**src/rtl/goertzel_result_arbiter_pkg.sv**
```systemverilog
// goertzel_pkg: shared constants, helper function and FSM encoding for
// goertzel_result_arbiter.
//   OW_DEFAULT    default width of each Re/Im half
//   RES_W_DEFAULT result beat width (2*OW) for the default OW
//   clog2_min1()  channel-ID width, never less than 1 bit
//   arb_state_t   output FSM state encoding (ARB_IDLE, ARB_OUT)
package goertzel_pkg;

  localparam int OW_DEFAULT    = 20;
  localparam int RES_W_DEFAULT = 2 * OW_DEFAULT;

  function automatic int clog2_min1(input int n);
    return (n <= 2) ? 1 : $clog2(n);
  endfunction

  typedef enum logic {
    ARB_IDLE = 1'b0,
    ARB_OUT  = 1'b1
  } arb_state_t;

endpackage

```
**src/rtl/goertzel_result_arbiter_if.sv**
```systemverilog
// goertzel_result_arbiter_if: stream bundle between the goertzel channels,
// the arbiter and the downstream consumer.
//   s_axis_tdata  NCH packed {Re, Im} results, channel i at [i*2*OW +: 2*OW]
//   s_axis_tvalid per-channel result strobe
//   s_axis_tready per-channel ready (arbiter never stalls a source)
//   m_axis_*      merged output stream, tuser carries the channel ID
// Modports: slave = arbiter side, master = source/sink side driving it.
interface goertzel_result_arbiter_if
  import goertzel_pkg::*;
#(
  parameter int NCH = 4,
  parameter int OW  = OW_DEFAULT
);
  localparam int CW = clog2_min1(NCH);

  logic [NCH*2*OW-1:0] s_axis_tdata;
  logic [NCH-1:0]      s_axis_tvalid;
  logic [NCH-1:0]      s_axis_tready;
  logic [2*OW-1:0]     m_axis_tdata;
  logic [CW-1:0]       m_axis_tuser;
  logic                m_axis_tlast;
  logic                m_axis_tvalid;
  logic                m_axis_tready;

  modport slave (
    input  s_axis_tdata, s_axis_tvalid, m_axis_tready,
    output s_axis_tready, m_axis_tdata, m_axis_tuser, m_axis_tlast, m_axis_tvalid
  );

  modport master (
    output s_axis_tdata, s_axis_tvalid, m_axis_tready,
    input  s_axis_tready, m_axis_tdata, m_axis_tuser, m_axis_tlast, m_axis_tvalid
  );

endinterface

```
**src/rtl/goertzel_result_arbiter_rr_pick.sv**
```systemverilog
// rr_pick: combinational round-robin picker.
//   req       request vector (one bit per channel)
//   ptr       last granted channel; search starts at ptr+1 and wraps
//   gnt_valid some request was found
//   gnt_idx   index of the winning channel
module rr_pick
  import goertzel_pkg::*;
#(
  parameter int NCH = 4,
  localparam int CW = clog2_min1(NCH)
) (
  input  logic [NCH-1:0] req,
  input  logic [CW-1:0]  ptr,
  output logic           gnt_valid,
  output logic [CW-1:0]  gnt_idx
);

  always_comb begin
    logic [CW-1:0] idx;
    gnt_valid = 1'b0;
    gnt_idx   = '0;
    idx       = '0;
    // Walk the NCH candidates in priority order; the first hit is kept.
    for (int k = 1; k <= NCH; k++) begin
      idx = CW'((int'(ptr) + k) % NCH);
      if (!gnt_valid && req[idx]) begin
        gnt_valid = 1'b1;
        gnt_idx   = idx;
      end
    end
  end

endmodule

```
**src/rtl/goertzel_result_arbiter.sv**
```systemverilog
// goertzel_result_arbiter: merges results from NCH goertzel channels onto one
// stream. Each channel has a 1-deep holding slot, so sources never stall;
// an arrival into a still-full slot overwrites it and flags o_overflow.
// Ports:
//   i_clk, i_rst  clock, synchronous active-high reset
//   bus           goertzel_result_arbiter_if.slave (s_axis in, m_axis out)
//   i_ovf_clr     pulse clearing o_overflow (and drop counters)
//   o_overflow    sticky per-channel "result overwritten" flag
//   o_drop_cnt    per-channel saturating drop counts
// Optional: define GOERTZEL_ARB_DROP_CNT_EN to build the drop counters;
// otherwise o_drop_cnt is tied to zero.
module goertzel_result_arbiter
  import goertzel_pkg::*;
#(
  parameter int NCH   = 4,
  parameter int OW    = OW_DEFAULT,
  parameter int DROPW = 16
) (
  input  logic                   i_clk,
  input  logic                   i_rst,
  goertzel_result_arbiter_if.slave bus,
  input  logic                   i_ovf_clr,
  output logic [NCH-1:0]         o_overflow,
  output logic [NCH*DROPW-1:0]   o_drop_cnt
);

  localparam int CW = clog2_min1(NCH);
  localparam int RW = 2 * OW;

  arb_state_t     state_reg, state_next;
  logic [RW-1:0]  slot_data_reg [NCH];
  logic [NCH-1:0] full_reg, full_next;
  logic [CW-1:0]  ptr_reg;
  logic [RW-1:0]  tdata_reg;
  logic [CW-1:0]  tuser_reg;
  logic           tlast_reg;
  logic [NCH-1:0] overflow_reg;
  logic [NCH-1:0] ovf_event;
  logic           gnt_valid;
  logic [CW-1:0]  gnt_idx;
  logic           grant_en;
  logic           tvalid_next;
  logic [NCH-1:0] gnt_onehot;

  rr_pick #(.NCH(NCH)) u_rr_pick (
    .req       (full_reg),
    .ptr       (ptr_reg),
    .gnt_valid (gnt_valid),
    .gnt_idx   (gnt_idx)
  );

  always_comb begin
    state_next  = state_reg;
    grant_en    = 1'b0;
    tvalid_next = 1'b0;
    case (state_reg)
      ARB_IDLE: begin
        if (gnt_valid) begin
          grant_en   = 1'b1;
          state_next = ARB_OUT;
        end
      end
      ARB_OUT: begin
        tvalid_next = 1'b1;
        // Accepting a beat with another slot pending re-grants immediately.
        if (bus.m_axis_tready) begin
          if (gnt_valid) grant_en = 1'b1;
          else           state_next = ARB_IDLE;
        end
      end
      default: state_next = ARB_IDLE;
    endcase
  end

  assign gnt_onehot = grant_en ? (NCH'(1) << gnt_idx) : '0;
  // A same-cycle arrival on the granted channel refills its slot.
  assign full_next  = bus.s_axis_tvalid | (full_reg & ~gnt_onehot);
  assign ovf_event  = bus.s_axis_tvalid & full_reg & ~gnt_onehot;

  always_ff @(posedge i_clk) begin
    for (int i = 0; i < NCH; i++) begin
      if (bus.s_axis_tvalid[i]) slot_data_reg[i] <= bus.s_axis_tdata[i*RW +: RW];
    end
  end

  always_ff @(posedge i_clk) begin
    if (i_rst) begin
      state_reg    <= ARB_IDLE;
      full_reg     <= '0;
      ptr_reg      <= CW'(NCH - 1);
      tdata_reg    <= '0;
      tuser_reg    <= '0;
      tlast_reg    <= 1'b0;
      overflow_reg <= '0;
    end else begin
      state_reg    <= state_next;
      full_reg     <= full_next;
      overflow_reg <= ovf_event | (i_ovf_clr ? '0 : overflow_reg);
      if (grant_en) begin
        tdata_reg <= slot_data_reg[gnt_idx];
        tuser_reg <= gnt_idx;
        // Last of burst when nothing else was waiting (new arrivals ignored).
        tlast_reg <= ((full_reg & ~gnt_onehot) == '0);
        ptr_reg   <= gnt_idx;
      end
    end
  end

  assign bus.s_axis_tready = '1;
  assign bus.m_axis_tdata  = tdata_reg;
  assign bus.m_axis_tuser  = tuser_reg;
  assign bus.m_axis_tlast  = tlast_reg;
  assign bus.m_axis_tvalid = tvalid_next;
  assign o_overflow        = overflow_reg;

`ifdef GOERTZEL_ARB_DROP_CNT_EN
  logic [DROPW-1:0] drop_cnt_reg [NCH];

  always_ff @(posedge i_clk) begin
    for (int i = 0; i < NCH; i++) begin
      if (i_rst) begin
        drop_cnt_reg[i] <= '0;
      end else if (ovf_event[i]) begin
        if (drop_cnt_reg[i] != '1) drop_cnt_reg[i] <= drop_cnt_reg[i] + 1'b1;
      end else if (i_ovf_clr) begin
        drop_cnt_reg[i] <= '0;
      end
    end
  end

  for (genvar gi = 0; gi < NCH; gi++) begin : g_drop
    assign o_drop_cnt[gi*DROPW +: DROPW] = drop_cnt_reg[gi];
  end
`else
  assign o_drop_cnt = '0;
`endif

endmodule
```
**src/flat_wrapper.sv**
```systemverilog
// flat-port wrapper written by rule: the top's interface ports become plain ports
module goertzel_result_arbiter_flat import goertzel_pkg::*;
#(
  parameter int NCH   = 4,
  parameter int OW    = OW_DEFAULT,
  parameter int DROPW = 16
)
  (i_clk, i_rst, i_ovf_clr, o_overflow, o_drop_cnt, bus_s_axis_tdata, bus_s_axis_tvalid, bus_m_axis_tready, bus_s_axis_tready, bus_m_axis_tdata, bus_m_axis_tuser, bus_m_axis_tlast, bus_m_axis_tvalid);
  goertzel_result_arbiter_if #(.NCH(NCH), .OW(OW)) bus_i ();
  input  logic i_clk;
  input  logic i_rst;
  input  logic i_ovf_clr;
  output logic [NCH-1:0] o_overflow;
  output logic [NCH*DROPW-1:0] o_drop_cnt;
  input wire logic [$bits(bus_i.s_axis_tdata)-1:0] bus_s_axis_tdata;
  input wire logic [$bits(bus_i.s_axis_tvalid)-1:0] bus_s_axis_tvalid;
  input wire logic [$bits(bus_i.m_axis_tready)-1:0] bus_m_axis_tready;
  output wire logic [$bits(bus_i.s_axis_tready)-1:0] bus_s_axis_tready;
  output wire logic [$bits(bus_i.m_axis_tdata)-1:0] bus_m_axis_tdata;
  output wire logic [$bits(bus_i.m_axis_tuser)-1:0] bus_m_axis_tuser;
  output wire logic [$bits(bus_i.m_axis_tlast)-1:0] bus_m_axis_tlast;
  output wire logic [$bits(bus_i.m_axis_tvalid)-1:0] bus_m_axis_tvalid;
  assign bus_i.s_axis_tdata = bus_s_axis_tdata;
  assign bus_i.s_axis_tvalid = bus_s_axis_tvalid;
  assign bus_i.m_axis_tready = bus_m_axis_tready;
  assign bus_s_axis_tready = bus_i.s_axis_tready;
  assign bus_m_axis_tdata = bus_i.m_axis_tdata;
  assign bus_m_axis_tuser = bus_i.m_axis_tuser;
  assign bus_m_axis_tlast = bus_i.m_axis_tlast;
  assign bus_m_axis_tvalid = bus_i.m_axis_tvalid;
  goertzel_result_arbiter #(.NCH(NCH), .OW(OW), .DROPW(DROPW)) u_core (.i_clk(i_clk), .i_rst(i_rst), .bus(bus_i), .i_ovf_clr(i_ovf_clr), .o_overflow(o_overflow), .o_drop_cnt(o_drop_cnt));
endmodule
```
**config.mk**
```make
export PLATFORM = sky130hd
export DESIGN_NAME = goertzel_result_arbiter_flat
export DESIGN_NICKNAME = d
export VERILOG_FILES = /design/src/rtl/goertzel_result_arbiter_pkg.sv /design/src/rtl/goertzel_result_arbiter_if.sv /design/src/rtl/goertzel_result_arbiter_rr_pick.sv /design/src/rtl/goertzel_result_arbiter.sv /design/src/flat_wrapper.sv
export SDC_FILE = /design/constraint.sdc
export NUM_CORES = 1
export LEC_CHECK = 0
export ABC_CLOCK_PERIOD_IN_PS = 1900
export CORE_AREA = 4 4 161 163
export DETAILED_ROUTE_END_ITERATION = 8
export DIE_AREA = 0 0 165 167
export PLACE_DENSITY_LB_ADDON = 0.12
export SLEW_MARGIN = 25
export SYNTH_ARGS = -nofsm -noshare
export SYNTH_HDL_FRONTEND = slang
export SYNTH_SLANG_ARGS = --single-unit
```
**constraint.sdc**
```tcl
create_clock -name i_clk -period 1.9 [get_ports i_clk]
set_input_delay 0.475 -clock i_clk [delete_from_list [all_inputs] [get_ports i_clk]]
set_output_delay 0.475 -clock i_clk [all_outputs]
set_load 0.005 [all_outputs]
```
## Word-level counts from Yosys, hierarchy flattened

Memory sizes are Yosys's and may differ from the RTL's. A register that Yosys moved wholly into a read port is not among the register bits.
Index checks and enable logic that the tools add are counted.

| cells by class | value |
|---|---|
| add/subtract/negate cells | 4 |
| magnitude comparators | 4 |
| shifts and indexed selects | 1 |
| muxes and demuxes | 32 |
| bitwise logic cells | 7 |
| reductions and logical operators | 7 |

Operator list:

| kind | count |
|---|---|
| $mux W1 | 20 |
| $and A4 B4 Y4 | 3 |
| $lt A2 B3 Y1 const B | 4 |
| $bmux W1 S2 | 4 |
| $mux W2 | 4 |
| $mux W4 | 2 |
| $or A4 B4 Y4 | 2 |
| $add A2 B1 Y2 const B | 2 |
| $add A2 B2 Y2 const B | 2 |
| $logic_not A4 Y1 | 1 |
| $not A4 Y4 | 1 |
| $pmux W1 S2 | 2 |
| $shl A1 B2 Y4 const A | 1 |
| $logic_and A1 B1 Y1 | 3 |
| $logic_not A1 Y1 | 3 |
| $not A1 Y1 | 1 |

| word-level totals | value |
|---|---|
| bits in registers | 14 |
| memory bits (writable) | 160 |
| logic and storage cells | 62 |
| memories | 1 |

Memory list:

| name | words | bits a word | read ports | clocked after memory_dff | write ports | line | source |
|---|---|---|---|---|---|---|---|
| u_core.slot_data_reg | 4 | 40 | 1 | 1 | 4 | goertzel_result_arbiter.sv:31 | `logic [RW-1:0] slot_data_reg [NCH];` |

## Depth between registers and ports, before layout

| logic depth | value |
|---|---|
| depth after elaboration | 20 |
| depth in mapped cells | 8 |
| gate-level depth less buffers | 5 |

## Modules after synthesis

From an unflattened synthesis, not the netlist that was laid out.

| unflattened totals | value |
|---|---|
| cell total of the unflattened synthesis | 531 |
| area, all modules | 8240.4 µm² |

By module, submodules not included:

| module | times used | cells an instance | area an instance (µm²) | sequential area each (µm²) |
|---|---|---|---|---|
| goertzel_result_arbiter | 1 | 517 | 8149.1 | 5885.6 |
| rr_pick | 1 | 14 | 91.3 | 0.0 |

## Worst setup path after synthesis

Ideal clock, no wire load.

| path | value |
|---|---|
| path type | register -> register |
| from | register u_core.full_reg[0] |
| to | register u_core.tdata_reg[11] (netlist: u_core.bus.m_axis_tdata[11]), read port of u_core.slot_data_reg |
| setup time | 0.091 ns |
| data arrival time | 1.672 ns |
| data required time | 1.809 ns |
| slack | 0.137 ns |
| cell stages (with the launch flop) | 8 |
| period minus slack after synthesis | 1.763 ns |
| cells stage by stage | dfxtp_1 buf_4 o211ai_2 nand2_2 a311oi_4 buf_6 nand3_1 a311oi_1 |

| between the ends | value |
|---|---|
| word-level cells in the longest chain between the ends | 15 |
| elaborated cells on any way between the ends | 25 |
| those cells by class | mux: 19; reduce/logical: 6 |

Ends and longest elaborated chain:

| element | line | source |
|---|---|---|
| start, declared | goertzel_result_arbiter.sv:32 | `logic [NCH-1:0] full_reg, full_next;` |
| start signal, assigned | goertzel_result_arbiter.sv:97 | `full_reg <= full_next;` |
| $bmux W1 S2 | goertzel_result_arbiter_rr_pick.sv:26 | `if (!gnt_valid && req[idx]) begin` |
| $mux W1 (not written as such) | goertzel_result_arbiter_rr_pick.sv:26 |  |
| $mux W1 | goertzel_result_arbiter_rr_pick.sv:26 |  |
| $logic_not A1 Y1 | goertzel_result_arbiter_rr_pick.sv:26 |  |
| $logic_and A1 B1 Y1 | goertzel_result_arbiter_rr_pick.sv:26 |  |
| $mux W1 | goertzel_result_arbiter_rr_pick.sv:26 |  |
| $logic_not A1 Y1 | goertzel_result_arbiter_rr_pick.sv:26 |  |
| $logic_and A1 B1 Y1 | goertzel_result_arbiter_rr_pick.sv:26 |  |
| $mux W1 | goertzel_result_arbiter_rr_pick.sv:26 |  |
| $logic_not A1 Y1 | goertzel_result_arbiter_rr_pick.sv:26 |  |
| $logic_and A1 B1 Y1 | goertzel_result_arbiter_rr_pick.sv:26 |  |
| $mux W1 | goertzel_result_arbiter_rr_pick.sv:26 |  |
| $mux W1 | goertzel_result_arbiter.sv:58, goertzel_result_arbiter.sv:67 |  |
| $mux W1 | goertzel_result_arbiter.sv:66 | `if (bus.m_axis_tready) begin` |
| $pmux W1 S2 | goertzel_result_arbiter.sv:56 | `case (state_reg)` |
| end, declared | goertzel_result_arbiter.sv:34 | `logic [RW-1:0] tdata_reg;` |

Several ways; a longest one is shown, not always the timed one. The select of a mux whose other input is x is not followed.
A chain may end at the register's enable or synchronous reset.

## Worst setup path in the final report

| path | value |
|---|---|
| from | register u_core.full_reg[3] |
| to | register u_core.tdata_reg[38] (netlist: u_core.bus.m_axis_tdata[38]), read port of u_core.slot_data_reg |

The elaborated chain is that of the path after synthesis.

==> results.md <==
- Status: complete, no violations
- Largest net degree at the start of global routing: 43
- WP data arrival: 2.29 ns
- Vias in the first global route: 6245
- Largest register FFs: 160
- Critical Path Max Stage Delay: 0.42 ns
- Worst Setup End Kind: flip-flop
- Startpoint Class: flip-flop
- Final Max Slew Viols: 0
- Register area: 5910 µm²
- Pwr/cell area: 1020 nW/µm²
- Mean Syn Cell Area: 14.0 µm²
- Fmax: 533 MHz
- Htree depth: 1
- Rel. slew slack: 0.595
- Buffers and inverters on the worst path: 2
- Worst slew pin tran: 0.606 ns
- Syn-to-layout area delta: 41.0%
- Ports: 284
- Count of final hold-check violations: 0
- R2R cell count: 7
- Maxcap violations: 0
- Remaining antenna violation count: 0
- Met2 usage: 0.305
- Post-synth EDFFs: 160
- Net count, final: 1015
- Post-route design area: 12000 µm²
- GRT met1 Usage: 0.206
- Fillers: 2134
- Multi-input logic area: 2180 µm²
- Share of layout cells above drive strength 1: 0.142
- CTS tree: done
- Ys flop type: edfxtp_1
- Post-synthesis sequential area ratio: 0.693
- Routed via count: 5900
- TritonRoute pass-1 iters: 6
- Yosys Warn Count: 0
- Vias per std cell: 4.96
- Die area: 27600 µm²
- Power Total: 0.0122 W
- Maximum buffer depth of the clock tree: 3
- Root Driver: clkbuf_16
- Crit Path Max Fanout: 30
- PortBufs: 215
- Critical Path RT: 2.31 ns
- RePlAce Congestion: 0.841
- Sink Count: 214
- CTS Buf Count: 24
- Wire length of the first global-routing pass: 35900 µm
- Leak: 4.38 nW
- Unique masters post-synth: 47
- Maximum VDD drop: 0.511 mV
- CP max-delay cell: dfxtp_2
- RSZ-0062 raised after global routing: yes
- Routed wire length: 24800 µm
- Grt peak-use layer: met2
- Post-synth ARST share: 0
- Cells after synthesis: 608
- Post-DP Area: 11000 µm²
- First DRT Iteration DRCs: 402
- Synth Register Bits: 214
- Final period demand of the worst path: 1.88 ns
- Syn Std Cell Area: 8500 µm²
- Cts hold-fix bufs: 0
- DRC: 0
- Clk_lat worst skew: 0.51 ns
- CTS clk-pin slew, worst paths: 0.06 ns
- Detailed placement HPWL: 16500 µm
- Core footprint: 24300 µm²
- # setup viols final: 0
- Cell depth of the worst hold path: 1
- GRT Overall Usage: 0.171
- Row cnt: 57
- Worst path top cell family by delay: compound AO/OA/AOI/OAI gates
- Die X: 165 µm
- Wirelength per Cell: 20.9 µm
- Antenna violations before repair: 1
- WP depth: 7
- Share of the clock period used by the worst path: 0.988
- Min-Delay Path Class: input port to flip-flop
- GR Layer Usage met3: 0.0371
- Final Skew: 0.0145 ns
- Critical path class: flip-flop to flip-flop
- Die Ht: 167 µm
- CP Cell Sequence: buf_4, a21boi_0, o21a_2, or2_2, buf_12, nand3_1, a311oi_2
- GRT Residual Overflow: 0
- Effective utilization at floorplan: 0.349
## where the power goes
part / switching [W] / internal [W] / total, W
Clock: 0.00179 / 0.00243 / 0.00422
Sequential: 0.000213 / 0.00552 / 0.00573
Combinational: 0.00110 / 0.00120 / 0.00230
## final timing paths
path                                              end  slack (ns)                                 start
max          u_core.bus.m_axis_tdata[38]$_SDFFE_PP0P_        0.02         u_core.full_reg[3]$_SDFF_PP0_
min             u_core.slot_data_reg[0][33]$_DFFE_PP_        0.28                  bus_s_axis_tvalid[0]
max reg2reg  u_core.bus.m_axis_tdata[38]$_SDFFE_PP0P_        0.02         u_core.full_reg[3]$_SDFF_PP0_
min reg2reg      u_core.bus.m_axis_tlast$_SDFFE_PP0P_        0.47  u_core.bus.m_axis_tlast$_SDFFE_PP0P_
## per-stage QoR
stage	setup TNS, ns	instances	util	hold WS (ns)	setup slack, ns
2_1_floorplan	0	674	-	0.453	0.137
3_3_place_gp	-3.53	1140	0.454	0.474	-0.146
3_5_place_dp	-5.77	1140	0.454	0.471	-0.250
4_1_cts	0	1186	0.486	0.258	0.00214
5_1_grt	-4.05	1190	0.493	0.268	-0.192
6_report	0	1190	0.493	0.276	0.0230
## timing repair
action	in CTS	in global routing
hold endpoints to repair	0	0
cloned	1	1
buffers inserted	1	2
setup endpoints to repair	48	52
pin swaps	1	1
resized for setup	16	30
## cells by family (layout without fill, tap and decap cells)
group                  Yosys count  after routing  synth area share
AO/OA/AOI/OAI                  118            118             0.117
multiplexers                     1              1           0.00118
AND/OR/NAND/NOR                153            153            0.0973
flip-flops                     214            214             0.693
other                            2             69          0.000884
buffers and inverters          120            311            0.0911
## worst register-to-register path, cell delays in order (launching register included)
cell and delay [ns]:
dfxtp_2 0.42, buf_4 0.15, a21boi_0 0.18, o21a_2 0.22
or2_2 0.16, buf_12 0.21, nand3_1 0.15, a311oi_2 0.28
## cell usage in the layout, fill, tap and decap left out, types with 5 or more instances in the layout
cell type	count
a21oi_1	6
a221oi_1	38
a311oi_1	35
a311oi_2	5
buf_12	17
buf_2	5
buf_4	26
clkbuf_1	5
clkbuf_16	26
clkdlybuf4s50_1	199
clkinv_1	7
clkinv_2	5
conb_1	68
dfxtp_1	39
dfxtp_2	14
dlymetal6s2s_1	9
edfxtp_1	160
inv_1	6
nand3_1	40
nand3b_1	40
nor2_1	51
o21ai_0	5
## synthesized netlist by cell type (all sizes together), types with 2 or more instances
master | count | area share
edfxtp | 160 | 0.57
buf | 85 | 0.076
dfxtp | 54 | 0.13
nor2 | 54 | 0.024
a311oi | 41 | 0.044
nand3b | 41 | 0.038
a221oi | 40 | 0.041
nand3 | 40 | 0.024
clkbuf | 29 | 0.013
a21oi | 7 | 0.0046
inv | 6 | 0.0026
nor2b | 6 | 0.0044
o21ai | 6 | 0.0035
nand2 | 5 | 0.0025
o211ai | 3 | 0.0032
o21a | 3 | 0.0026
a21boi | 2 | 0.0018
a21o | 2 | 0.0018
a22oi | 2 | 0.0018
conb | 2 | 0.00088
or2 | 2 | 0.0015
or3 | 2 | 0.0015
## layer usage
metal	up-vias	wire length, µm
met3	42	1760
met4	0	521
met1	2890	9610
li1	2699	-
met5	-	0
met2	269	12900
## cell type report
| cell class | instances | share of cell area |
|---|---|---|
| inverters | 6 | 0.00188 |
| multi-input cells | 340 | 0.182 |
| flip-flops and latches | 214 | 0.493 |
| clock buffers | 31 | 0.0549 |
| clock inverters | 13 | 0.00491 |
| repair buffers | 261 | 0.229 |
| well taps | 324 | 0.0338 |
| diodes | 1 | 0.000209 |
Note: power is estimated with default switching activity, not from simulation.
